===== config.mk =====
export PLATFORM = sky130hd
export DESIGN_NAME = i2c_bus_arbiter
export DESIGN_NICKNAME = d
export VERILOG_FILES = /design/src/rtl/i2c_bus_arbiter.sv
export SDC_FILE = /design/constraint.sdc
export NUM_CORES = 1
export LEC_CHECK = 0
export CORE_ASPECT_RATIO = 2
export CORE_MARGIN = 3
export CORE_UTILIZATION = 37
export CTS_CLUSTER_SIZE = 40
export DETAILED_ROUTE_END_ITERATION = 7
export PLACE_DENSITY_LB_ADDON = 0.25
export SYNTH_ARGS = -nofsm -noshare
export SYNTH_HDL_FRONTEND = slang
export SYNTH_SLANG_ARGS = --single-unit

===== constraint.sdc =====
create_clock -name clk -period 2.4 [get_ports clk]
set_clock_uncertainty 0.05 [all_clocks]
set_input_delay 0.48 -clock clk [delete_from_list [all_inputs] [get_ports clk]]
set_output_delay 0.48 -clock clk [all_outputs]
set_load 0.01 [all_outputs]

===== src/rtl/i2c_bus_arbiter.sv =====
// Two-client arbiter for one i2c_master_multibyte: whole-transaction ownership,
// round-robin on contention, owner-only control muxing and a grant watchdog.
module i2c_bus_arbiter #(
    parameter int unsigned GRANT_TIMEOUT = 1024,
    parameter int unsigned TO_W          = 11
) (
    input  logic       clk,
    input  logic       rst,
    input  logic       c0_req,
    output logic       c0_grant,
    input  logic       c0_start,
    input  logic       c0_stop,
    input  logic       c0_data_valid,
    input  logic [7:0] c0_data,
    output logic       c0_data_req,
    output logic       c0_busy,
    input  logic       c1_req,
    output logic       c1_grant,
    input  logic       c1_start,
    input  logic       c1_stop,
    input  logic       c1_data_valid,
    input  logic [7:0] c1_data,
    output logic       c1_data_req,
    output logic       c1_busy,
    output logic       m_start,
    output logic       m_stop,
    output logic       m_data_valid,
    output logic [7:0] m_data,
    input  logic       m_data_req,
    input  logic       m_busy,
    output logic       timeout_err
);

    typedef enum logic [2:0] {
        S_IDLE,
        S_GRANT,
        S_ACTIVE,
        S_DRAIN,
        S_HOLDOFF
    } state_t;

    state_t          r_state, w_state_nxt;
    logic [1:0]      r_grant, w_grant_nxt;
    logic            r_last, w_last_nxt;
    logic            r_seen, w_seen_nxt;
    logic            r_to, w_to_nxt;
    logic [TO_W-1:0] r_cnt, w_cnt_nxt;

    logic       w_req, w_start, w_stop, w_dv;
    logic [7:0] w_data;

    always_comb begin
        w_req   = (r_grant[0] & c0_req)        | (r_grant[1] & c1_req);
        w_start = (r_grant[0] & c0_start)      | (r_grant[1] & c1_start);
        w_stop  = (r_grant[0] & c0_stop)       | (r_grant[1] & c1_stop);
        w_dv    = (r_grant[0] & c0_data_valid) | (r_grant[1] & c1_data_valid);
        w_data  = ({8{r_grant[0]}} & c0_data)  | ({8{r_grant[1]}} & c1_data);
    end

    // Stop and data are held back until the owner has actually started.
    assign m_start      = w_start;
    assign m_stop       = w_stop & (r_state != S_GRANT);
    assign m_data_valid = w_dv   & (r_state != S_GRANT);
    assign m_data       = w_data;

    assign c0_grant    = r_grant[0];
    assign c1_grant    = r_grant[1];
    assign c0_data_req = m_data_req & r_grant[0];
    assign c1_data_req = m_data_req & r_grant[1];
    assign c0_busy     = ~r_grant[0] | m_busy;
    assign c1_busy     = ~r_grant[1] | m_busy;
    assign timeout_err = r_to;

    always_comb begin
        w_state_nxt = r_state;
        w_grant_nxt = r_grant;
        w_last_nxt  = r_last;
        w_seen_nxt  = r_seen;
        w_cnt_nxt   = r_cnt;
        w_to_nxt    = 1'b0;
        case (r_state)
            S_IDLE: begin
                if (c0_req | c1_req) begin
                    w_state_nxt = S_GRANT;
                    w_cnt_nxt   = '0;
                    if (c0_req & c1_req)
                        w_grant_nxt = r_last ? 2'b01 : 2'b10;
                    else
                        w_grant_nxt = {c1_req, c0_req};
                end
            end
            S_GRANT: begin
                if (w_start) begin
                    w_state_nxt = S_ACTIVE;
                    w_cnt_nxt   = '0;
                end else if (!w_req || r_cnt == TO_W'(GRANT_TIMEOUT - 1)) begin
                    w_state_nxt = S_HOLDOFF;
                    w_grant_nxt = '0;
                    w_last_nxt  = r_grant[1];
                    w_seen_nxt  = 1'b0;
                    w_to_nxt    = w_req;
                end else begin
                    w_cnt_nxt = r_cnt + 1'b1;
                end
            end
            S_ACTIVE: begin
                w_seen_nxt = r_seen | m_busy;
                if (w_stop)
                    w_state_nxt = S_DRAIN;
            end
            S_DRAIN: begin
                // Release only once the master has been seen busy and gone idle.
                if (r_seen && !m_busy) begin
                    w_state_nxt = S_HOLDOFF;
                    w_grant_nxt = '0;
                    w_last_nxt  = r_grant[1];
                    w_seen_nxt  = 1'b0;
                end else begin
                    w_seen_nxt = r_seen | m_busy;
                end
            end
            S_HOLDOFF: begin
                w_state_nxt = S_IDLE;
            end
            default: begin
                w_state_nxt = S_IDLE;
                w_grant_nxt = '0;
            end
        endcase
    end

    always_ff @(posedge clk) begin
        if (rst) begin
            r_state <= S_IDLE;
            r_grant <= '0;
            r_last  <= 1'b1;
            r_seen  <= 1'b0;
            r_cnt   <= '0;
            r_to    <= 1'b0;
        end else begin
            r_state <= w_state_nxt;
            r_grant <= w_grant_nxt;
            r_last  <= w_last_nxt;
            r_seen  <= w_seen_nxt;
            r_cnt   <= w_cnt_nxt;
            r_to    <= w_to_nxt;
        end
    end

endmodule

==> results.toml <==
[global_route]
grt_use_total_pct = 20.62
antenna_found_initial = 0
grt_pass1_wl_microns = 6361
grt_overflow = 0
grt_max_degree = 17
grt_pass1_vias = 1407

[final_layout]
regArea_sq_um = 380.4
syn_to_final_growth_pct = 47.87
drive_gt1_share_pct = 12.81
multi_input_area_sq_um = 793.3
nets = 233
insertedDiodeCount = 0
utilization_pct = 57.01
fillers = 317

[worst_hold_path]
hp-class = "reg -> reg"
min_from = "r_cnt[10]"

[worst_setup_path]
cp_slowest_cell = "dfxtp_1"
start_kind = "flip-flop"
cp_num_buf_inv = 2
cp_data_required_time_ps = 1870
reg2reg_from = "r_cnt[0]"
crit_chain = "buf_4 -> a22o_1 -> clkdlybuf4s50_1"
cp.arrival_ps = 1760
cp-end-kind = "output port"
critical_path.top_delay_family = "buffers and inverters"
crit_path_max_fanout = 10
critPathMaxStageDelay_ps = 580
cp-startpoint = "r_grant[1]"
path_class = "reg -> out"

[place]
port-buffer-count = 45
hpwl_microns = 3163
gp_congestion = 0.9118

[clock_tree]
ctsResizeCount = 0
clockBufferDepth = 2
cts_tree = "yes"
clk_pin_slew_ps = 80
root_buffer = "clkbuf_8"
cts_setup_buffers = 0
cts_made_buffers = 3
numClockSinks = 19
htree_levels = 1
hold_buffers = 0
clk_latency_ps = 260

[logic_synthesis]
ys_types = 43
postSynthCellCount = 149
ys_warn_count = 0
ys_seq_elements = 19
ys_seq_area_share_pct = 30.89
synth-edff-count = 0
synth_nets = 178
synth_ff_type = "dfxtp_1"
syn_area_sq_um = 1231
postSynthAreaPerCell_sq_um = 8.263
ys_async_sr_fraction_pct = 0

[job]
drv_cap = 0

[power_and_ir_drop]
power.total_uw = 1376
power.density_nw_per_um2 = 755.8
leakage_uw = 0.0007037
ir_drop_v = 0.0005138

[drt]
dr.first_iter.drc_count = 42
num_vias = 1404
wl_per_cell_microns = 17.07
route.detailed.drc = 0
first_pass_iters = 4
totalWireLength_microns = 3994
via_per_inst = 6.000
ant_nets = 0

[floorplanning]
die_x_microns = 46.79
rows = 29
core-area_sq_um = 3193
die-area_sq_um = 4098
ios = 46
start_util_pct = 38.56
die_h_microns = 87.58

[sta]
relSlewSlack_pct = 62.02
fmax_mhz = 436.5
worst_slew_pin_slew_ps = 568.5
rsz0062_at_grt = "false"
setup_tns_ps = 0
slew_violations = 0
period_minus_slack_ps = 2291
final-setup-viol-count = 0
final-hold-violation-count = 0
timing.final.crit_share_pct = 95.45

[outcome]
status = "finished, final reports clean"
report_power, final:
part / internal (uW) / total (uW) / switching [uW]
sequential: 348 / 414 / 65.2
combinational: 384 / 731 / 346
clock: 117 / 232 / 115
per-stage QoR:
step	area [sq um]	hold WS (ps)	cells	worst slack (ps)
6_report	1821	399.1	234	109.2
5_1_grt	1821	420.6	234	29.26
4_1_cts	1821	399.0	234	98.75
3_5_place_dp	1772	389.1	230	-35.44
3_3_place_gp	1772	375.3	230	49.65
2_1_floorplan	1231	354.2	149	502.7
kinds of logic (layout without fill, tap and decap cells):
family                     after synthesis  count (layout)  synth area share, %
adders and majority gates                1               1                1.016
and+or+nand+nor                         70              70                31.71
DFF                                     19              19                30.89
muxes                                    2               2                1.829
buffers and inverters                   11              65                4.674
AOI/OAI and AO/OA                       45              45                29.17
xor gates and xnor gates                 1               1               0.7115
path summary, 6_finish.rpt:
check,depth (start not counted),slack (ps),end
worst min-delay path,1,400,timeout_err
worst max register to register,7,220,r_state[0]
worst max-delay path,3,110,m_data[3]
worst min register to register,1,400,timeout_err
synthesized netlist by cell type (3+ instances only):
library cell  instances  share of area (%)
nor4_1                3                1.5
nor2b_1               5                2.5
nand2b_1              6                3.0
nor3_1               10                4.1
clkbuf_1              5                1.5
and3_1                4                2.0
a41o_1                3                2.4
nand3_1               9                3.7
a22oi_1               3                1.8
nand3b_1              3                1.8
a31oi_1               4                2.0
dfxtp_1              19                 31
nand2_1              10                3.0
a22o_1                9                6.4
nor3b_1               3                1.8
o21ai_0               4                1.6
a21oi_1               7                2.8
nor2_1                8                2.4
sequential cells by signal, summed over array words and instances (netlist names):
| signal | flops |
|---|---|
| r_last | 1 |
| r_grant | 2 |
| r_seen | 1 |
| timeout_err | 1 |
| r_cnt | 11 |
| r_state | 3 |
cell type report:
type / instances / area share, %
multi-input cells: 119 / 43.57
flip-flops and latches: 19 / 20.89
clock inverters: 1 / 0.4124
repair buffers: 58 / 30.10
well taps: 31 / 2.131
clock buffers: 3 / 2.268
inverters: 3 / 0.6186
metal layers:
| layer | GRT usage (%) | up-vias | share of wire (%) |
|---|---|---|---|
| met1 | 23.37 | 640 | 37 |
| li1 | - | 684 | - |
| met4 | 10.83 | 0 | 4.5 |
| met2 | 34.70 | 62 | 54 |
| met3 | 3.704 | 18 | 4.0 |
| met5 | 0 | - | 0 |
cell usage in the layout (no fill, tap or decap), types with 5 or more instances in the layout:
cell type,instances
a21oi_1,7
a22o_1,9
buf_4,13
clkdlybuf4s50_1,45
dfxtp_1,19
nand2_1,10
nand2b_1,6
nand3_1,9
nor2_1,8
nor2b_1,5
nor3_1,10
(Power assumes the default switching activity.)
